$ cat config.mk
export PLATFORM = sky130hd
export DESIGN_NAME = tlb_assoc
export DESIGN_NICKNAME = d
export VERILOG_FILES = /design/src/rtl/tlb_assoc_pkg.sv /design/src/rtl/tlb_assoc_match.sv /design/src/rtl/tlb_assoc.sv
export SDC_FILE = /design/constraint.sdc
export NUM_CORES = 2
export LEC_CHECK = 0
export BUFFER_PORTS_ARGS = -buffer_cell sky130_fd_sc_hd__buf_4
export CORE_MARGIN = 2
export CORE_UTILIZATION = 63
export DETAILED_ROUTE_END_ITERATION = 6
export GPL_ROUTABILITY_DRIVEN = 0
export PLACE_DENSITY = 0.81
export SLEW_MARGIN = 20
export SYNTH_ARGS = -nofsm -noshare
export SYNTH_HDL_FRONTEND = slang
export SYNTH_HIERARCHICAL = 1
export SYNTH_SLANG_ARGS = --single-unit
$ cat constraint.sdc
create_clock -name clk -period 32.2 [get_ports clk]
set_input_delay 3.22 -clock clk [delete_from_list [all_inputs] [get_ports clk]]
set_output_delay 3.22 -clock clk [all_outputs]
set_load 0.01 [all_outputs]
$ cat src/rtl/tlb_assoc_pkg.sv
// Shared definitions for the fully-associative TLB: default geometry and walker states.
// Latency: none (types and constants only).
// Backpressure: none (no logic in this file).
package tlb_assoc_pkg;

    localparam int DEF_VA_W      = 32;
    localparam int DEF_PAGE_BITS = 12;
    localparam int DEF_ENTRIES   = 16;
    localparam int DEF_ASID_W    = 8;

    // IDLE accepts lookups/refills; FLUSH walks one entry per cycle.
    typedef enum logic {
        ST_IDLE  = 1'b0,
        ST_FLUSH = 1'b1
    } tlb_state_e;

endpackage

$ cat src/rtl/tlb_assoc_match.sv
// Per-entry VPN/ASID compare with lowest-index priority encode (hit + index).
// Latency: purely combinational.
// Backpressure: none; the caller qualifies the result with its own handshake.
module tlb_match
    import tlb_assoc_pkg::*;
#(
    parameter int ENTRIES = DEF_ENTRIES,
    parameter int VPN_W   = DEF_VA_W - DEF_PAGE_BITS,
    parameter int ASID_W  = DEF_ASID_W,
    localparam int IDX_W  = $clog2(ENTRIES)
) (
    input  logic [ENTRIES-1:0]        ent_valid_i,
    input  logic [ENTRIES-1:0]        ent_global_i,
    input  logic [ENTRIES*VPN_W-1:0]  ent_vpn_i,
    input  logic [ENTRIES*ASID_W-1:0] ent_asid_i,
    input  logic [VPN_W-1:0]          key_vpn_i,
    input  logic [ASID_W-1:0]         key_asid_i,
    output logic                      hit_o,
    output logic [IDX_W-1:0]          idx_o
);

    logic [ENTRIES-1:0] match;

    // An entry matches on VPN when valid and either global or owned by the key ASID.
    always_comb begin
        match = '0;
        for (int i = 0; i < ENTRIES; i++) begin
            match[i] = ent_valid_i[i]
                     & (ent_vpn_i[i*VPN_W +: VPN_W] == key_vpn_i)
                     & (ent_global_i[i] | (ent_asid_i[i*ASID_W +: ASID_W] == key_asid_i));
        end
    end

    // Scan high to low so the lowest matching index is the last one written.
    always_comb begin
        hit_o = |match;
        idx_o = '0;
        for (int i = ENTRIES - 1; i >= 0; i--) begin
            if (match[i]) begin
                idx_o = IDX_W'(i);
            end
        end
    end

endmodule

$ cat src/rtl/tlb_assoc.sv
// Fully-associative TLB: registered VPN->PFN lookup, refill with replacement, flush walker.
// Latency: lookup result one cycle after acceptance; flush takes exactly ENTRIES cycles.
// Backpressure: lookups and refills refused while flushing or while flush_i is raised.
module tlb_assoc
    import tlb_assoc_pkg::*;
#(
    parameter int VA_W      = DEF_VA_W,
    parameter int PAGE_BITS = DEF_PAGE_BITS,
    parameter int ENTRIES   = DEF_ENTRIES,
    parameter int ASID_W    = DEF_ASID_W
) (
    input  logic                      clk,
    input  logic                      rst,
    input  logic                      lk_valid_i,
    output logic                      lk_ready_o,
    input  logic [VA_W-1:0]           lk_vaddr_i,
    input  logic [ASID_W-1:0]         lk_asid_i,
    output logic                      lk_done_o,
    output logic                      lk_hit_o,
    output logic [VA_W-1:0]           lk_paddr_o,
    input  logic                      wr_valid_i,
    output logic                      wr_ready_o,
    input  logic [VA_W-PAGE_BITS-1:0] wr_vpn_i,
    input  logic [VA_W-PAGE_BITS-1:0] wr_pfn_i,
    input  logic [ASID_W-1:0]         wr_asid_i,
    input  logic                      wr_global_i,
    input  logic                      flush_i,
    input  logic                      flush_all_i,
    input  logic [ASID_W-1:0]         flush_asid_i,
    output logic                      busy_o,
    output logic                      flush_done_o
);

    localparam int VPN_W = VA_W - PAGE_BITS;
    localparam int IDX_W = $clog2(ENTRIES);

    // Entry storage
    logic [ENTRIES-1:0] valid_q, valid_d;
    logic [ENTRIES-1:0] global_q, global_d;
    logic [VPN_W-1:0]   vpn_q  [ENTRIES];
    logic [VPN_W-1:0]   vpn_d  [ENTRIES];
    logic [VPN_W-1:0]   pfn_q  [ENTRIES];
    logic [VPN_W-1:0]   pfn_d  [ENTRIES];
    logic [ASID_W-1:0]  asid_q [ENTRIES];
    logic [ASID_W-1:0]  asid_d [ENTRIES];

    // Walker, replacement and output registers
    tlb_state_e         state_q, state_d;
    logic [IDX_W-1:0]   flush_idx_q, flush_idx_d;
    logic               flush_all_q, flush_all_d;
    logic [ASID_W-1:0]  flush_asid_q, flush_asid_d;
    logic [IDX_W-1:0]   victim_q, victim_d;
    logic               lk_done_q, lk_done_d;
    logic               lk_hit_q, lk_hit_d;
    logic [VA_W-1:0]    lk_paddr_q, lk_paddr_d;
    logic               flush_done_q, flush_done_d;

    logic [ENTRIES*VPN_W-1:0]  vpn_flat;
    logic [ENTRIES*ASID_W-1:0] asid_flat;
    logic                      accept_ok;
    logic                      lk_fire;
    logic                      wr_fire;
    logic                      lk_hit;
    logic [IDX_W-1:0]          lk_idx;
    logic                      probe_hit;
    logic [IDX_W-1:0]          probe_idx;
    logic                      inv_found;
    logic [IDX_W-1:0]          inv_idx;
    logic [IDX_W-1:0]          wr_idx;

    // A flush request wins over any lookup/refill offered in the same cycle.
    assign accept_ok    = (state_q == ST_IDLE) & ~flush_i;
    assign lk_ready_o   = accept_ok;
    assign wr_ready_o   = accept_ok;
    assign lk_fire      = lk_valid_i & accept_ok;
    assign wr_fire      = wr_valid_i & accept_ok;
    assign busy_o       = (state_q == ST_FLUSH);
    assign lk_done_o    = lk_done_q;
    assign lk_hit_o     = lk_hit_q;
    assign lk_paddr_o   = lk_paddr_q;
    assign flush_done_o = flush_done_q;

    // Flatten the entry fields for the shared matcher.
    always_comb begin
        vpn_flat  = '0;
        asid_flat = '0;
        for (int i = 0; i < ENTRIES; i++) begin
            vpn_flat[i*VPN_W +: VPN_W]    = vpn_q[i];
            asid_flat[i*ASID_W +: ASID_W] = asid_q[i];
        end
    end

    tlb_match #(
        .ENTRIES (ENTRIES),
        .VPN_W   (VPN_W),
        .ASID_W  (ASID_W)
    ) u_lookup_match (
        .ent_valid_i  (valid_q),
        .ent_global_i (global_q),
        .ent_vpn_i    (vpn_flat),
        .ent_asid_i   (asid_flat),
        .key_vpn_i    (lk_vaddr_i[VA_W-1:PAGE_BITS]),
        .key_asid_i   (lk_asid_i),
        .hit_o        (lk_hit),
        .idx_o        (lk_idx)
    );

    // Refill probe: an existing matching entry is overwritten so no duplicates appear.
    tlb_match #(
        .ENTRIES (ENTRIES),
        .VPN_W   (VPN_W),
        .ASID_W  (ASID_W)
    ) u_refill_match (
        .ent_valid_i  (valid_q),
        .ent_global_i (global_q),
        .ent_vpn_i    (vpn_flat),
        .ent_asid_i   (asid_flat),
        .key_vpn_i    (wr_vpn_i),
        .key_asid_i   (wr_asid_i),
        .hit_o        (probe_hit),
        .idx_o        (probe_idx)
    );

    // Lookup result uses pre-write contents; miss reports a zero address.
    always_comb begin
        lk_done_d  = lk_fire;
        lk_hit_d   = lk_fire & lk_hit;
        lk_paddr_d = '0;
        if (lk_fire && lk_hit) begin
            lk_paddr_d = {pfn_q[lk_idx], lk_vaddr_i[PAGE_BITS-1:0]};
        end
    end

    // Refill slot: existing match, else lowest invalid, else round-robin victim.
    always_comb begin
        inv_found = 1'b0;
        inv_idx   = '0;
        for (int i = ENTRIES - 1; i >= 0; i--) begin
            if (!valid_q[i]) begin
                inv_found = 1'b1;
                inv_idx   = IDX_W'(i);
            end
        end
        victim_d = victim_q;
        if (probe_hit) begin
            wr_idx = probe_idx;
        end else if (inv_found) begin
            wr_idx = inv_idx;
        end else begin
            wr_idx = victim_q;
            if (wr_fire) begin
                victim_d = victim_q + 1'b1;
            end
        end
    end

    // Next entry contents: install on refill, clear the walked entry during flush.
    always_comb begin
        valid_d  = valid_q;
        global_d = global_q;
        vpn_d    = vpn_q;
        pfn_d    = pfn_q;
        asid_d   = asid_q;
        if (wr_fire) begin
            valid_d[wr_idx]  = 1'b1;
            global_d[wr_idx] = wr_global_i;
            vpn_d[wr_idx]    = wr_vpn_i;
            pfn_d[wr_idx]    = wr_pfn_i;
            asid_d[wr_idx]   = wr_asid_i;
        end
        if (state_q == ST_FLUSH) begin
            if (flush_all_q ||
                ((asid_q[flush_idx_q] == flush_asid_q) && !global_q[flush_idx_q])) begin
                valid_d[flush_idx_q] = 1'b0;
            end
        end
    end

    // Flush walker: one entry per cycle, done pulse once the last index is processed.
    always_comb begin
        state_d      = state_q;
        flush_idx_d  = flush_idx_q;
        flush_all_d  = flush_all_q;
        flush_asid_d = flush_asid_q;
        flush_done_d = 1'b0;
        case (state_q)
            ST_IDLE: begin
                if (flush_i) begin
                    state_d      = ST_FLUSH;
                    flush_idx_d  = '0;
                    flush_all_d  = flush_all_i;
                    flush_asid_d = flush_asid_i;
                end
            end
            ST_FLUSH: begin
                flush_idx_d = flush_idx_q + 1'b1;
                if (flush_idx_q == IDX_W'(ENTRIES - 1)) begin
                    flush_done_d = 1'b1;
                    state_d      = ST_IDLE;
                end
            end
            default: state_d = ST_IDLE;
        endcase
    end

    // All state registers; reset clears every valid bit and aborts a running flush.
    always_ff @(posedge clk or posedge rst) begin
        if (rst) begin
            state_q      <= ST_IDLE;
            flush_idx_q  <= '0;
            flush_all_q  <= 1'b0;
            flush_asid_q <= '0;
            victim_q     <= '0;
            lk_done_q    <= 1'b0;
            lk_hit_q     <= 1'b0;
            lk_paddr_q   <= '0;
            flush_done_q <= 1'b0;
            valid_q      <= '0;
            global_q     <= '0;
            for (int i = 0; i < ENTRIES; i++) begin
                vpn_q[i]  <= '0;
                pfn_q[i]  <= '0;
                asid_q[i] <= '0;
            end
        end else begin
            state_q      <= state_d;
            flush_idx_q  <= flush_idx_d;
            flush_all_q  <= flush_all_d;
            flush_asid_q <= flush_asid_d;
            victim_q     <= victim_d;
            lk_done_q    <= lk_done_d;
            lk_hit_q     <= lk_hit_d;
            lk_paddr_q   <= lk_paddr_d;
            flush_done_q <= flush_done_d;
            valid_q      <= valid_d;
            global_q     <= global_d;
            for (int i = 0; i < ENTRIES; i++) begin
                vpn_q[i]  <= vpn_d[i];
                pfn_q[i]  <= pfn_d[i];
                asid_q[i] <= asid_d[i];
            end
        end
    end

endmodule

==> After elaboration in Yosys (flattened, before gate mapping) <==
Cells that the tools add are included.
{ "word_totals": {"reg_bits": 853, "in_bits": 103, "word_cells": 354} }
{ "classes": {"n_addsub": 2, "order_cmp": 8, "eq_ne": 67, "n_mux": 97, "n_bitwise": 110, "reduce_logical": 11} }
{ "ops": {"columns": ["cell", "n"], "rows": [
  ["$bwmux W320", 2],
  ["$eq A20 B20 Y1", 32],
  ["$eq A8 B8 Y1", 33],
  ["$mux W4", 51],
  ["$bwmux W128", 1],
  ["$bmux W20 S4", 1],
  ["$demux W20 S4", 1],
  ["$and A1 B1 Y1", 68],
  ["$mux W20", 3],
  ["$mux W16", 3],
  ["$bmux W8 S4", 1],
  ["$demux W8 S4", 1],
  ["$mux W32", 1],
  ["$or A1 B1 Y1", 32],
  ["$reduce_or A16 Y1", 2],
  ["$mux W8", 3],
  ["$mux W1", 23],
  ["$and A16 B16 Y16", 1],
  ["$bwmux W16", 1],
  ["$not A16 Y16", 1],
  ["$or A16 B16 Y16", 1],
  ["$ge A5 B5 Y1 const B", 3],
  ["$not A4 Y5", 3],
  ["$lt A4 B5 Y1 const B", 2],
  ["15 further kinds", 25]
]} }

==> Longest topological paths before layout <==
{ "logic_depth": {"word_depth": 29, "mapped_depth": 19} }

==> Hierarchy <==
Netlist, hierarchy kept.
{ "by_module_without_submodules": {"columns": ["mod", "n_inst", "cells_per_inst", "area_per_inst_um2"], "rows": [
  ["tlb_assoc", 1, 2270, 35871.9],
  ["tlb_match", 2, 711, 5445.2]
]} }

==> Worst setup path before layout <==
Ideal clock, no wire load.
{ "synth_timing": {"path_kind": "input port to output port", "start": "input flush_i", "end": "output wr_ready_o", "t_arrival_ns": 3.810, "path_slack_ns": 25.169, "cell_stages": 2, "n_path_buf": 1, "cell_sequence": "nor2_1 buf_4"} }
{ "synth_via": {"elab_chain_cells": 2} }
{ "synth_rtl": {"columns": ["element", "line", "rtl"], "rows": [
  ["start, declared", "tlb_assoc.sv:27", "input logic flush_i,"],
  ["$not A1 Y1", "tlb_assoc.sv:72", "assign accept_ok = (state_q == ST_IDLE) & ~flush_i;"],
  ["$and A1 B1 Y1", "tlb_assoc.sv:72", null],
  ["end, declared", "tlb_assoc.sv:22", "output logic wr_ready_o,"]
]} }
Every way passes these cells.

==> Final worst setup path <==
{ "layout_timing": {"start": "input wr_vpn_i[0]", "end": "register vpn_q (netlist bit vpn_flat[76])"} }
{ "layout_via": {"elab_cells_between_ends": 73, "classes_between": "2 x order compare; 16 x eq/ne; 20 x mux; 33 x bitwise; 2 x reduce/logical"} }
{ "layout_rtl": {"columns": ["element", "line", "rtl"], "rows": [
  ["start, declared", "tlb_assoc.sv:23", "input logic [VA_W-PAGE_BITS-1:0] wr_vpn_i,"],
  ["$eq A20 B20 Y1", "tlb_assoc_match.sv:29", "& (ent_vpn_i[i*VPN_W +: VPN_W] == key_vpn_i)"],
  ["$and A1 B1 Y1", "tlb_assoc_match.sv:29", null],
  ["$and A1 B1 Y1", "tlb_assoc_match.sv:30", "& (ent_global_i[i] | (ent_asid_i[i*ASID_W +: ASID_W] == key_asid_i));"],
  ["$reduce_or A16 Y1 (*)", "tlb_assoc_match.sv:36", "hit_o = |match;"],
  ["named net probe_hit", "tlb_assoc.sv:65", "logic probe_hit;"],
  ["$mux W4 (*)", "tlb_assoc.sv:145", "if (probe_hit) begin"],
  ["$not A4 Y5 (not written as such) (*)", "tlb_assoc.sv:167", "vpn_d[wr_idx] = wr_vpn_i;"],
  ["$ge A5 B5 Y1 (not written as such) / $lt A5 B1 Y1 (equally long branches)", "tlb_assoc.sv:167", null],
  ["$logic_and A1 B1 Y1 (not written as such)", "tlb_assoc.sv:167", null],
  ["$mux W20 (not written as such)", "tlb_assoc.sv:167", null],
  ["$demux W20 S4 (*)", "tlb_assoc.sv:167", null],
  ["$bwmux W320 (*)", "tlb_assoc.sv:167", null],
  ["end signal, assigned by index", "tlb_assoc.sv:238", "vpn_q[i] <= vpn_d[i];"],
  ["end, declared", "tlb_assoc.sv:40", "logic [VPN_W-1:0] vpn_q [ENTRIES];"]
]} }
Mark *: on every way through the listed nets, which the timed path passes. The rest lies on a longest branch.
A chain may end at the register's enable or synchronous reset.

==> reports/results.tsv <==
stage	metric	value	unit
outcome	outcome	finished, final reports clean	
grt	antenna_found_initial	6	
critical_path	critPathMaxFanout	35	
critical_path	path_delay_family	simple AND/OR/NAND/NOR gates	
clocking	cts_setup_buffers	0	
route	post_drt_wl_per_cell	27.3	µm
final_layout	final_common_cell	dfrtp_1	
grt	grt_max_degree	152	
clocking	cts_hold_buffers	0	
place	portBuffers	140	
run	drv_cap	0	
synth	synth_ff_type	dfrtp_1	
floorplanning	core_area	73200	µm²
final_layout	syn_to_final_growth	9.34	%
floorplanning	die_area	76400	µm²
grt	busiest_layer	met2	
final_layout	final_cell_mix	dfrtp_1 (852), mux2_2 (752), xor2_1 (695), xnor2_1 (218), buf_4 (180)	
synth	syn-cell-area	46800	µm²
synth	synth_xor_area_share	17.1	%
clocking	path_clk_slew	70	ps
clocking	cts_resized	0	
sta	setup_ws	23850	ps
floorplanning	row_count	99	
place	dp_slack	23080	ps
critical_path	cp.required	32740	ps
synth	synth-compound-area-share	2.53	%
place	post-dp-hpwl	77400	µm
hold_path	holdPathStages	1	
floorplanning	start_util	63.9	%
synth	synth_edf_count	0	
critical_path	endpoint_kind	register	
critical_path	start_kind	input port	
clocking	htreeDepth	3	
route	drt-pass1-iter-count	6	
sta	rsz0062_at_grt	no	
final_layout	nets	3783	
final_layout	drive_gt1_share	33.0	%
power	power.leakage	0.0245	µW
synth	ys_seq_area_share	45.6	%
clocking	insertion_delay	660	ps
critical_path	path_class	input port to register	
sta	setup-violations-final	0	
hold_path	hold_class	register to register	
critical_path	slowest_delay	880	ps
synth	syn_nets	3800	
critical_path	reg2reg_depth	15	
critical_path	crit_chain	buf_4 -> xor2_1 -> nor4_1 -> nand4_1 -> nor3_1 -> or2_2 -> nand2b_1 -> nor2_1 -> nand2_1 -> and3b_1 -> and3_1 -> a31oi_1 -> o21ai_1 -> nand3b_1 -> buf_4 -> mux2_2	
grt	met1_usage	45.6	%
synth	synthMuxAreaShare	25.3	%
sta	slew_headroom	24.4	%
route	vias	31000	
grt	grt_pass1_wl	194000	µm
route	final_antenna_net_count	0	
clocking	cts_root_buffer	clkbuf_16	
synth	synthAdderAreaFrac	0.134	%
floorplanning	io_pins	141	
floorplanning	die_x	276	µm
sta	worstMarginPinSlew	1130	ps
critical_path	crit_path_frequent_cell	buf_4	
synth	syn-mean-instance-area	12.7	µm²
synth	synthArstFlopShare	100	%
sta	hold_viol	0	
route	initialDrtViolationCount	3113	
route	drt-total-wl	128000	µm
synth	synth.ff_latch_count	853	
route	vias_per_cell	6.59	
critical_path	path_depth	16	
sta	fmax	120	MHz
clocking	clock_sinks	853	
route	drc	0	
critical_path	crit_path_top_delay_cell	nand3b_1	
sta	min_period	8350	ps
floorplanning	die_h	276	µm
grt	overflow	0	
sta	finClkSkew	20.3	ps
critical_path	cp_data_arrival_time	8890	ps
final_layout	multi_input_area	24100	µm²
sta	period_share	25.9	%
critical_path	critPathBufInv	2	
clocking	cts_buffer_depth	3	
sta	slew_viol_final	0	
final_layout	regArea	21300	µm²
synth	ys_warn_count	6	
power	ir_drop	0.0485	mV
grt	grtUsageTotal	33.3	%
synth	synth_cells	3692	
final_layout	fillers	5048	
grt	grt_pass1_vias	31400	
synth	synth_top_family_by_area	multiplexers	
synth	ys_types	58	
power	power.density	54.7	nW/µm²
grt	grt.met3_usage	6.38	%
clocking	cts_tree	yes	
sta	finalSetupTns	0	ps
synth	yosys.area_share.simple	6.18	%
grt	use_met2	52.4	%
clocking	numCtsBuffers	90	
## through the flow
stage | area [µm²] | utilization (%) | hold slack [ps] | std cells | total power [µW]
3_3_place_gp | 48100 | 65.7 | 457 | 4541 | 1740
6_report | 51100 | 69.8 | 476 | 4704 | 2800
2_1_floorplan | 46800 | - | 439 | 3692 | 1620
4_1_cts | 51100 | 69.8 | 470 | 4702 | 2800
3_5_place_dp | 48100 | 65.7 | 457 | 4541 | 1750
5_1_grt | 51100 | 69.8 | 497 | 4703 | 2900
## registers in the layout, summed over array words and instances, names as in the netlist
register and count:
asid_flat 128, flush_asid_q 8, vpn_flat 320, lk_hit_o 1, lk_done_o 1, flush_idx_q 4
global_q 16, flush_all_q 1, victim_q 4, lk_paddr_o 32, busy_o 1, pfn_q 320
flush_done_o 1, valid_q 16
## layer usage
layer,wire length [µm],share of wire [%]
met5,59,0.046
met4,5450,4.2
met3,10700,8.3
met2,59800,47
met1,52400,41
## worst register-to-register path, cell delays in order, from the launching register on
cell and delay (ps):
dfrtp_1 490, xor2_1 210, nor4_1 70, a21oi_1 600, nor3_1 200, nor2_1 140
nand2_1 80, nor4_1 390, nand2_1 360, and3b_1 380, and3_1 190, a31oi_1 50
o21ai_1 450, nand3b_1 910, buf_4 630, mux2_2 470
## kinds of logic after synthesis
kind of cell               after synthesis
AOI/OAI and AO/OA                      166
xor gates and xnor gates               913
muxes                                  943
adders and majority gates                5
and+or+nand+nor                        506
buffers and inverters                  306
DFF                                    853
## cells in the mapped netlist (42+ instances only)
master / number / area (µm²)
dfrtp_1: 853 / 21300
mux2_2: 752 / 8470
xor2_1: 695 / 6090
xnor2_1: 218 / 1910
nor4_1: 165 / 1030
buf_2: 146 / 731
mux4_2: 112 / 2520
clkbuf_1: 87 / 327
nand4_1: 76 / 475
nor3_1: 51 / 255
nor2_1: 47 / 176
a211oi_1: 43 / 323
a21oi_1: 42 / 210
## power breakdown
group | internal (µW) | switching [µW] | total, µW
registers | 1160 | 101 | 1260
logic | 226 | 267 | 492
clock network | 608 | 440 | 1050
## area by class of cell
cell class,instances,area share (%)
inverters,13,0.110
clock buffers,130,5.05
multi-input cells,2533,47.2
clock inverters,31,0.766
repair buffers,184,2.80
flip-flops and latches,853,41.8
well taps,959,2.35
diodes,1,0.00489
## worst paths after layout
path | start | end | slack [ps]
setup / recovery | wr_vpn_i[0] | vpn_flat[76]$_DFFE_PP0P_ | 23850
hold / removal | victim_q[3]$_DFFE_PP0P_ | victim_q[3]$_DFFE_PP0P_ | 480
setup reg to reg | asid_flat[112]$_DFFE_PP0P_ | vpn_flat[76]$_DFFE_PP0P_ | 26480
hold reg to reg | victim_q[3]$_DFFE_PP0P_ | victim_q[3]$_DFFE_PP0P_ | 480
max in group asynchronous | rst | vpn_flat[58]$_DFFE_PP0P_ | 26280
min in group asynchronous | rst | lk_paddr_o[18]$_DFF_PP0_ | 2700
No activity file was read; power rests on OpenSTA's default activity.
